### config.mk
export PLATFORM = sky130hd
export DESIGN_NAME = sa_stream_scheduler
export DESIGN_NICKNAME = d
export VERILOG_FILES = /design/src/rtl/sa_stream_scheduler.sv
export SDC_FILE = /design/constraint.sdc
export NUM_CORES = 1
export LEC_CHECK = 0
export ABC_AREA = 0
export BUFFER_PORTS_ARGS = -buffer_cell sky130_fd_sc_hd__buf_2
export CAP_MARGIN = 20
export CORE_ASPECT_RATIO = 1.75
export CORE_MARGIN = 2
export CORE_UTILIZATION = 57
export CTS_BUF_LIST = sky130_fd_sc_hd__clkbuf_16
export CTS_CLUSTER_SIZE = 28
export DETAILED_ROUTE_END_ITERATION = 8
export GPL_TIMING_DRIVEN = 0
export PLACE_DENSITY = 0.74
export RECOVER_POWER = 25
export SLEW_MARGIN = 5
export SYNTH_ARGS = -nofsm -noshare
export SYNTH_HDL_FRONTEND = slang
export SYNTH_SLANG_ARGS = --single-unit
### constraint.sdc
create_clock -name clk -period 27.6 [get_ports clk]
set_clock_uncertainty 0.05 [all_clocks]
set_input_delay 4.14 -clock clk [delete_from_list [all_inputs] [get_ports clk]]
set_output_delay 4.14 -clock clk [all_outputs]
set_load 0.02 [all_outputs]
### src/rtl/sa_stream_scheduler.sv
// Streaming front end for a free-running systolic array: skews accepted rows,
// deskews result columns and buffers aligned vectors under credit flow control.
module sa_stream_scheduler #(
   parameter int SA_SIZE         = 8,
   parameter int ACTIVATION_SIZE = 8,
   parameter int FIFO_DEPTH      = 4
) (
   input  logic                               clk,
   input  logic                               rst,
   input  logic                               in_valid,
   output logic                               in_ready,
   input  logic [ACTIVATION_SIZE*SA_SIZE-1:0] in_data,
   input  logic                               in_last,
   output logic [ACTIVATION_SIZE*SA_SIZE-1:0] sa_inputs,
   input  logic [ACTIVATION_SIZE*SA_SIZE-1:0] sa_outputs,
   output logic                               sa_resetn,
   output logic                               out_valid,
   input  logic                               out_ready,
   output logic [ACTIVATION_SIZE*SA_SIZE-1:0] out_data,
   output logic                               out_last,
   output logic                               busy,
   output logic                               done
);
   localparam int AW    = ACTIVATION_SIZE;
   localparam int VW    = ACTIVATION_SIZE * SA_SIZE;
   localparam int TAGS  = 2 * SA_SIZE;
   localparam int PTR_W = (FIFO_DEPTH > 1) ? $clog2(FIFO_DEPTH) : 1;
   localparam int CNT_W = $clog2(FIFO_DEPTH + 1);
   localparam logic [CNT_W:0]   DEPTH_C = (CNT_W + 1)'(FIFO_DEPTH);
   localparam logic [CNT_W-1:0] FULL_C  = CNT_W'(FIFO_DEPTH);
   localparam logic [PTR_W-1:0] LAST_PTR = PTR_W'(FIFO_DEPTH - 1);

   typedef enum logic [1:0] {IDLE, RUN, DRAIN} state_t;

   state_t              state_q, state_d;
   logic                accept, push, pop, push_last;
   logic                done_q;
   logic [CNT_W-1:0]    inflight_q, fifo_count_q;
   logic [CNT_W:0]      credits_used;
   logic [PTR_W-1:0]    wr_ptr_q, rd_ptr_q;
   logic [TAGS-1:0]     tag_vld_p, tag_last_p;
   logic [VW-1:0]       aligned;
   logic [VW-1:0]       fifo_mem  [FIFO_DEPTH];
   logic                fifo_last [FIFO_DEPTH];

   function automatic logic [PTR_W-1:0] ptr_inc(input logic [PTR_W-1:0] p);
      return (p == LAST_PTR) ? '0 : p + 1'b1;
   endfunction

   assign credits_used = {1'b0, inflight_q} + {1'b0, fifo_count_q};
   assign in_ready     = (state_q != DRAIN) && (credits_used < DEPTH_C);
   assign accept       = in_valid && in_ready;
   assign push         = tag_vld_p[TAGS-1];
   assign push_last    = tag_vld_p[TAGS-1] && tag_last_p[TAGS-1];
   assign pop          = out_valid && out_ready;
   assign sa_resetn    = ~rst;
   assign busy         = (state_q != IDLE);
   assign done         = done_q;

   // Stage: input skew, row r delayed by r+1 edges; idle edges inject zero bubbles
   for (genvar r = 0; r < SA_SIZE; r++) begin : g_skew
      logic [AW-1:0] skew_p [r+1];
      always_ff @(posedge clk or posedge rst) begin
         if (rst) begin
            for (int s = 0; s <= r; s++) skew_p[s] <= '0;
         end else begin
            skew_p[0] <= accept ? in_data[r*AW +: AW] : '0;
            for (int s = 1; s <= r; s++) skew_p[s] <= skew_p[s-1];
         end
      end
      assign sa_inputs[r*AW +: AW] = skew_p[r];
   end

   // Stage: output deskew, column c delayed by N-c edges so all columns align
   for (genvar c = 0; c < SA_SIZE; c++) begin : g_deskew
      localparam int D = SA_SIZE - c;
      logic [AW-1:0] dsk_p [D];
      always_ff @(posedge clk or posedge rst) begin
         if (rst) begin
            for (int s = 0; s < D; s++) dsk_p[s] <= '0;
         end else begin
            dsk_p[0] <= sa_outputs[c*AW +: AW];
            for (int s = 1; s < D; s++) dsk_p[s] <= dsk_p[s-1];
         end
      end
      assign aligned[c*AW +: AW] = dsk_p[D-1];
   end

   // Stage: tag pipeline, tail coincides with the aligned stage
   always_ff @(posedge clk or posedge rst) begin
      if (rst) begin
         tag_vld_p  <= '0;
         tag_last_p <= '0;
      end else begin
         tag_vld_p  <= {tag_vld_p[TAGS-2:0], accept};
         tag_last_p <= {tag_last_p[TAGS-2:0], accept && in_last};
      end
   end

   // Credits are registered counts, so a pop frees its slot only on the next edge
   always_ff @(posedge clk or posedge rst) begin
      if (rst) begin
         inflight_q   <= '0;
         fifo_count_q <= '0;
         wr_ptr_q     <= '0;
         rd_ptr_q     <= '0;
      end else begin
         inflight_q <= inflight_q + CNT_W'(accept) - CNT_W'(push);
         if (push) wr_ptr_q <= ptr_inc(wr_ptr_q);
         if (pop)  rd_ptr_q <= ptr_inc(rd_ptr_q);
         case ({push, pop})
            2'b10:   fifo_count_q <= fifo_count_q + 1'b1;
            2'b01:   fifo_count_q <= fifo_count_q - 1'b1;
            default: fifo_count_q <= fifo_count_q;
         endcase
      end
   end

   // Stage: FIFO storage
   always_ff @(posedge clk) begin
      if (push) begin
         fifo_mem[wr_ptr_q]  <= aligned;
         fifo_last[wr_ptr_q] <= tag_last_p[TAGS-1];
      end
   end

   assign out_valid = (fifo_count_q != '0);
   assign out_data  = out_valid ? fifo_mem[rd_ptr_q] : '0;
   assign out_last  = out_valid ? fifo_last[rd_ptr_q] : 1'b0;

   always_ff @(posedge clk or posedge rst) begin
      if (rst) begin
         state_q <= IDLE;
         done_q  <= 1'b0;
      end else begin
         state_q <= state_d;
         done_q  <= push_last;
      end
   end

   always_comb begin
      state_d = state_q;
      case (state_q)
         IDLE:    if (accept) state_d = in_last ? DRAIN : RUN;
         RUN:     if (accept && in_last) state_d = DRAIN;
         DRAIN:   if (push_last) state_d = IDLE;
         default: state_d = IDLE;
      endcase
   end

   a_no_overflow: assert property (@(posedge clk) disable iff (rst) !(push && (fifo_count_q == FULL_C)));

endmodule

## Yosys cells after proc, flatten, opt, wreduce, memory -nomap -nowiden

Memory sizes are Yosys's and may differ from the RTL's.
Index checks and enable logic that the tools add are counted.

| storage, ports and cells | value |
|---|---|
| register bits | 621 |
| output and inout port bits | 134 |
| latch bits | 0 |
| memory bits (writable) | 260 |
| bits in read-only memories | 0 |
| memories | 2 |
| input port bits | 133 |
| logic and storage cells | 131 |

Memory list:

| name | words | width | rd ports | clocked after Yosys merged registers in | write ports | line | text |
|---|---|---|---|---|---|---|---|
| fifo_mem | 4 | 64 | 1 | 0 | 1 | 43 | `logic [VW-1:0] fifo_mem [FIFO_DEPTH];` |
| fifo_last | 4 | 1 | 1 | 0 | 1 | 44 | `logic fifo_last [FIFO_DEPTH];` |

| operators by class | value |
|---|---|
| bitwise operators | 1 |
| shifts and indexed selects | 0 |
| order comparisons | 1 |
| equality and inequality tests | 10 |
| multipliers | 0 |
| div/mod/pow operators | 0 |
| multiplexer cells | 20 |
| add/sub/neg operators | 7 |
| reductions and logical operators | 10 |

Operator list:

| cell | number |
|---|---|
| 2-to-1 mux 64 bit | 1 |
| 2-to-1 mux 8 bit | 8 |
| 2-to-1 mux 2 bit | 6 |
| equality test 2 bit (second input constant) | 4 |
| != test 2 bit (second input constant) | 4 |
| case mux 2 bit (3 select lines) | 1 |
| case mux 3 bit (2 select lines) | 1 |
| logical AND 1 bit | 5 |
| adder 2 x 1 -> 2 bit (second input constant) | 2 |
| adder 3 x 3 -> 4 bit | 1 |
| equality test 2 x 1 -> 1 bit (second input constant) | 2 |
| < comparator 4 x 3 -> 1 bit (second input constant) | 1 |
| nonzero test 2 bit | 2 |
| adder 3 x 1 -> 3 bit | 1 |
| adder 3 x 1 -> 3 bit (second input constant) | 1 |
| 2-to-1 mux 1 bit | 3 |
| AND reduction 3 bit | 1 |
| nonzero test 3 bit | 1 |
| subtractor 3 x 1 -> 3 bit | 1 |
| subtractor 3 x 1 -> 3 bit (second input constant) | 1 |
| zero test 2 bit | 1 |
| inverter 1 bit | 1 |

## Logic depth before layout (Yosys ltp)

Gate-level depths: netlist (run 1).

| depth | value |
|---|---|
| depth in word-level cells | 7 |
| depth in mapped cells | 8 |
| gate-level depth less buffers | 8 |

## Worst setup path after synthesis (run 1)

OpenSTA, ideal clock, no wires.

| path | value |
|---|---|
| path kind | input-to-output |
| start point | input port rst |
| end point | output port sa_resetn |
| required time | 23.410 ns |
| data arrival time | 16.977 ns |
| slack | 6.433 ns |
| cell stages on the path | 1 |
| path buffers | 0 |
| path through | inv_1 |

| between the ends | value |
|---|---|
| word-level cells in the longest chain between the ends | 1 |

Ends and longest elaborated chain:

| what | line | text |
|---|---|---|
| from (decl) | 9 | `input logic rst,` |
| inverter 1 bit | 56 | `assign sa_resetn = ~rst;` |
| to (decl) | 16 | `output logic sa_resetn,` |

Every way passes these cells.

## Worst setup path after layout (run 1)

Ends and elaborated chain as after synthesis.

==> results of run 1 <==
worst paths after layout:
path                                            start                     to  slack (ns)  cells after the start
worst max-delay path                              rst              sa_resetn       17.00                      6
worst min-delay path            g_deskew[0].dsk_p[26]  g_deskew[0].dsk_p[18]        0.28                      0
worst max register to register        fifo_count_q[2]          inflight_q[1]       24.80                      6
worst min register to register  g_deskew[0].dsk_p[26]  g_deskew[0].dsk_p[18]        0.28                      0
max in group asynchronous                         rst  g_deskew[2].dsk_p[27]       21.07                      7
min in group asynchronous                         rst          sa_inputs[16]        3.49                      2
area by class of cell:
class	instances	area (µm²)	area share [%]
clock inverters	54	414	1.33
flip-flops and latches	881	23300	74.8
repair buffers	275	1580	5.06
inverters	13	56.3	0.180
plain buffers	85	623	2.00
multi-input cells	237	2670	8.54
diodes	1	2.50	0.00802
clock buffers	72	1800	5.77
well taps	583	729	2.34
synth_stat cells, types with 3 or more instances:
cell / count / share of area, %
clkbuf_1: 12 / 0.17
mux4_2: 65 / 5.5
dfrtp_1: 621 / 58
edfxtp_1: 260 / 29
ha_1: 10 / 0.47
inv_1: 13 / 0.18
xor2_1: 3 / 0.099
and2_1: 135 / 3.2
buf_12: 4 / 0.30
buf_2: 6 / 0.11
buf_4: 59 / 1.7
sequential cells by signal, indices dropped and copies added (netlist names), 3 cells and up:
register / count
aligned: 56
fifo_count_q: 3
fifo_last: 4
fifo_mem: 256
g_deskew.dsk_p: 232
g_skew.skew_p: 232
inflight_q: 3
sa_inputs: 56
tag_last_p: 16
tag_vld_p: 16
cell families (layout without fill, tap and decap cells):
kind of cell | Yosys count | in the layout
simple gates | 147 | 147
buf+inv | 98 | 499
fa+ha+maj | 12 | 12
compound gates | 5 | 5
other cells | 0 | 1
xor+xnor | 5 | 5
mux | 68 | 68
flops | 881 | 881
report_power, final:
part           total (W)  switching [W]  internal, W
Sequential       0.00162      0.0000623      0.00155
Combinational   0.000661       0.000376     0.000285
Clock           0.000959       0.000434     0.000525
Total            0.00324       0.000873      0.00236
critical path, stage by stage:
cell	delay [ns]
buf_2	0.13
inv_8	0.25
buf_16	0.47
buf_16	0.52
buf_16	0.44
buf_2	0.27
layer usage:
layer | part of all wire (%) | up-vias | track usage, %
met1 | 37 | 5648 | 21.9
met4 | 2.6 | 4 | 6.28
met5 | 0.070 | - | 0
li1 | - | 4815 | -
met3 | 5.4 | 82 | 3.72
met2 | 55 | 308 | 32.1
stage by stage:
| stage | hold WS, ns | cell area, µm² | power (W) | cells | setup WS [ns] |
|---|---|---|---|---|---|
| 5_1_grt | 0.292 | 31200 | 0.00339 | 2201 | 16.61 |
| 6_report | 0.279 | 31200 | 0.00324 | 2201 | 17.00 |
| 3_3_place_gp | 0.281 | 28700 | 0.00230 | 2065 | 0.732 |
| 3_5_place_dp | 0.285 | 29000 | 0.00232 | 2074 | 16.86 |
| 2_1_floorplan | 0.281 | 26700 | 0.00209 | 1216 | 5.86 |
| 4_1_cts | 0.284 | 31200 | 0.00329 | 2200 | 16.86 |
==> metrics.yaml, run 1 <==
cts:
  clk_pin_slew_worst_paths_ns: 0.06
  clock-sinks: 881
  cts_max_level: 3
  clock_latency_ns: 0.60
  clockBufferDepth: 3
  cts_setup_buffers: 0
  postCtsHoldBufs: 0
  clockRootBuffer: "clkbuf_16"
  cts_tree: "built"
  cts-resized-gates: 0
  cts_made_buffers: 71
sta:
  setup_tns_ns: 0
  hold_viol_final: 0
  slew_headroom_pct: 53.1
  setup_viol: 0
  rsz0062_at_grt: "no"
  fin_crit_ns: 10.60
  maxSlewViolCount: 0
  fmax_mhz: 94.3
  tightest_slew_ns: 0.704
  period_share_pct: 38.4
worst_setup_path:
  cp_max_fo: 131
  cp.arrival_ns: 6.41
  critPathCaptureType: "output pin"
  critPathKind: "input pin to output pin"
  start_kind: "input pin"
  crit_required_ns: 23.41
placement:
  dp_hpwl_um: 25100
  port-buffer-count: 266
  gp_congestion: 0.739
global_routing:
  grt_pass1_vias: 12100
  grt_max_degree: 132
  grt_pass1_wl_um: 66400
  antenna_found_initial: 6
  grt_usage_pct: 18.0
  overflow: 0
floorplanning:
  die_x_um: 168
  die_area_um2: 48600
  num_io_pins: 267
  core_um2: 46100
  die_height_um: 290
  initial_core_util_pct: 57.9
  rows: 104
drt:
  wire_per_inst_um: 18.7
  first_pass_iters: 6
  avgViaCountPerCell: 4.93
  routed_wl_um: 41200
  ant_nets: 0
  vias: 10900
  drc: 15
  drt_iter0_drc: 808
yosys:
  synthSimpleGateAreaFrac_pct: 3.42
  ys.flop_type: "dfrtp_1"
  yosysSeqAreaShare_pct: 87.5
  synth-edff-count: 260
  async_flop_share_pct: 70.5
  synth_top_family_by_area: "multiplexers"
  synthDistinctLibCells: 31
  ys_ff_latch: 881
  synth-compound-area-share_pct: 0.136
  mappedNetlistArea_um2: 26700
  synthAdderAreaFrac_pct: 0.619
  synth_warnings: 0
  synth.area.mux_share_pct: 5.61
  avgSynthCellArea_um2: 21.9
  synth_xor_area_share_pct: 0.164
  syn_nets: 1361
  syn_inst: 1216
cells_and_area:
  area_growth_pct: 17.0
  post-route-util_pct: 67.8
  layout-drive-gt1-share_pct: 31.8
  final_nets: 1709
  layout_common_cells: "621 x dfrtp_1, 272 x buf_2, 260 x edfxtp_1"
  final_common_cell: "dfrtp_1"
  nFillCells: 2920
flow_run:
  max_cap_violations: 0
outcome:
  violations: "design-rule violations"
  status: "finished with violations"
min_path:
  hold_path_class: "flip-flop to flip-flop"
power_and_ir_drop:
  p_leak_nw: 14.1
  power_density_nw_per_um2: 104
  peakVddDrop_mv: 0.0690
Power figures use the tool's default switching activity.
==> run 2, diff against run 1 <==
==> constraint.sdc (replaced) <==
create_clock -name clk -period 10.45 [get_ports clk]
set_clock_uncertainty 0.05 [all_clocks]
set_input_delay 1.5675 -clock clk [delete_from_list [all_inputs] [get_ports clk]]
set_output_delay 1.5675 -clock clk [all_outputs]
set_load 0.02 [all_outputs]
==> metrics.yaml, run 2 (synthesized netlist as in run 1, its figures left out) <==
global_routing:
  use_met1_pct: 22.5  # was 21.9%
  grt_pass1_wl_um: 68600  # was 66400 µm
  grt_most_used_layer: "met2"  # unchanged
  grt.met2_usage_pct: 32.7  # was 32.1%
  antenna_found_initial: 6  # unchanged
  grt_pass1_vias: 12500  # was 12100
  overflow: 0  # unchanged
  gr-usage-met3_pct: 4.26  # was 3.72%
  grt_usage_pct: 18.7  # was 18.0%
  grt_max_degree: 52  # was 132
worst_setup_path:
  crit_required_ns: 8.83  # was 23.41 ns
  cp.arrival_ns: 2.62  # was 6.41 ns
  ff2ff_setup_slack_ns: 7.58  # was 24.80 ns
  reg2reg_depth: 6  # unchanged
  r2r-end: "inflight_q[1]"  # unchanged
  start_kind: "flip-flop"  # was input pin
  cp_max_fo: 10  # was 131
  reg2reg_from: "inflight_q[2]"  # was fifo_count_q[2]
  critPathKind: "flip-flop to output pin"  # was input pin to output pin
  critPathCaptureType: "output pin"  # unchanged
placement:
  dp_hpwl_um: 26900  # was 25100 µm
  gp_congestion: 0.738  # was 0.739
  dp_cells: 2086  # was 2074
  port-buffer-count: 266  # unchanged
  postPlaceCellArea_um2: 29200  # was 29000 µm²
sta:
  maxSlewViolCount: 0  # unchanged
  period_share_pct: 40.5
  setup_viol: 0  # unchanged
  hold_viol_final: 0  # unchanged
  slew_headroom_pct: 56.8  # was 53.1%
  setup_tns_ns: 0  # unchanged
  rsz0062_at_grt: "no"  # unchanged
  fin_crit_ns: 4.23
  fmax_mhz: 236
  tightest_slew_ns: 0.649  # was 0.704 ns
drt:
  drc: 30  # was 15
  vias: 10900  # about the same
  drt_iter0_drc: 717  # was 808
  avgViaCountPerCell: 4.90  # was 4.93
  ant_nets: 0  # unchanged
  first_pass_iters: 7  # was 6
  routed_wl_um: 42200  # was 41200 µm
  wire_per_inst_um: 19.0  # was 18.7 µm
power_and_ir_drop:
  peakVddDrop_mv: 0.189  # was 0.0690 mV
  power_density_nw_per_um2: 271  # was 104 nW/µm²
  p_total_w: 0.00853  # was 0.00324 W
  p_leak_nw: 14.2  # was 14.1 nW
cts:
  cts_made_buffers: 71  # unchanged
  cts_max_level: 3  # unchanged
  cts-resized-gates: 0  # unchanged
  cts_setup_buffers: 0  # unchanged
  clock_latency_ns: 0.59  # was 0.60 ns
  clk_pin_slew_worst_paths_ns: 0.07  # was 0.06 ns
  cts_tree: "built"  # unchanged
  clockRootBuffer: "clkbuf_16"  # unchanged
  postCtsHoldBufs: 0  # unchanged
  clockBufferDepth: 3  # unchanged
  clock-sinks: 881  # unchanged
cells_and_area:
  design_area_um2: 31400  # was 31200 µm²
  largest_reg_flops: 256  # unchanged
  layout_common_cells: "621 x dfrtp_1, 272 x buf_2, 260 x edfxtp_1"  # unchanged
  regMostFlops: "fifo_mem"  # unchanged
  area_growth_pct: 17.8  # was 17.0%
  nFillCells: 2931  # was 2920
  reg_top3: "fifo_mem x256, g_deskew.dsk_p x232, g_skew.skew_p x232"  # unchanged
  final_cells: 2219  # was 2201
  post-route-util_pct: 68.2  # was 67.8%
  layout-drive-gt1-share_pct: 32.3  # was 31.8%
  final_common_cell: "dfrtp_1"  # unchanged
  final_nets: 1721  # was 1709
min_path:
  hold_path_class: "flip-flop to flip-flop"  # unchanged
  hold_depth: 0  # unchanged
  min_to: "g_deskew[0].dsk_p[16]"  # was g_deskew[0].dsk_p[18]
  hp-start: "g_deskew[0].dsk_p[24]"  # was g_deskew[0].dsk_p[26]
outcome:
  status: "finished with violations"  # unchanged
  violations: "design-rule violations"  # unchanged
floorplanning:
  core_um2: 46100  # unchanged
  die_area_um2: 48600  # unchanged
  rows: 104  # unchanged
  initial_core_util_pct: 57.9  # unchanged
  die_x_um: 168  # unchanged
  num_io_pins: 267  # unchanged
  die_height_um: 290  # unchanged
flow_run:
  max_cap_violations: 0  # unchanged
run 2: worst max path at each step:
stage	startpoint	end	slack [ns]	cells after the start
6_report	fifo_count_q[0]	out_data[26]	6.22	5
3_5_place_dp	rst	sa_inputs[10]	6.14	11
4_1_cts	fifo_count_q[0]	out_data[26]	6.13	5
2_1_floorplan	rst	sa_resetn	-0.20	1
3_3_place_gp	rst	sa_resetn	-5.52	3
5_1_grt	fifo_count_q[0]	out_data[26]	6.02	5
run 2: routing by layer:
metal	up-vias	routed length (µm)
li1	4852	-
met1	5640	15500
met2	295	23000
met3	76	2360
met4	2	1390
met5	-	13
run 2: final cells by class:
cell class | instances | area, µm² | area share (%)
clock inverters | 53 | 339 | 1.08
multi-input cells | 237 | 2670 | 8.48
repair buffers | 287 | 1800 | 5.74
plain buffers | 85 | 623 | 1.98
clock buffers | 74 | 1850 | 5.89
flip-flops and latches | 881 | 23300 | 74.3
inverters | 13 | 52.6 | 0.167
well taps | 583 | 729 | 2.32
diodes | 6 | 15.0 | 0.0478
run 2: worst max-delay path, cell delays in order, from the launching register on:
cell and delay, ns:
dfrtp_1 0.41, or3_1 0.28, clkbuf_1 0.48, clkbuf_1 0.41, and2_1 0.26, buf_2 0.19
run 2: power by group:
group	switching (W)	total, W	internal [W]
Combinational	0.000998	0.00176	0.000762
Sequential	0.000167	0.00427	0.00410
Clock	0.00115	0.00250	0.00135
Total	0.00231	0.00853	0.00621
run 2: through the flow:
| stage | hold slack (ns) | setup slack (ns) |
|---|---|---|
| global route | 0.290 | 6.02 |
| finish | 0.282 | 6.22 |
| global placement | 0.281 | -5.52 |
| CTS | 0.289 | 6.13 |
| detailed placement | 0.285 | 6.14 |
| floorplan | 0.281 | -0.201 |
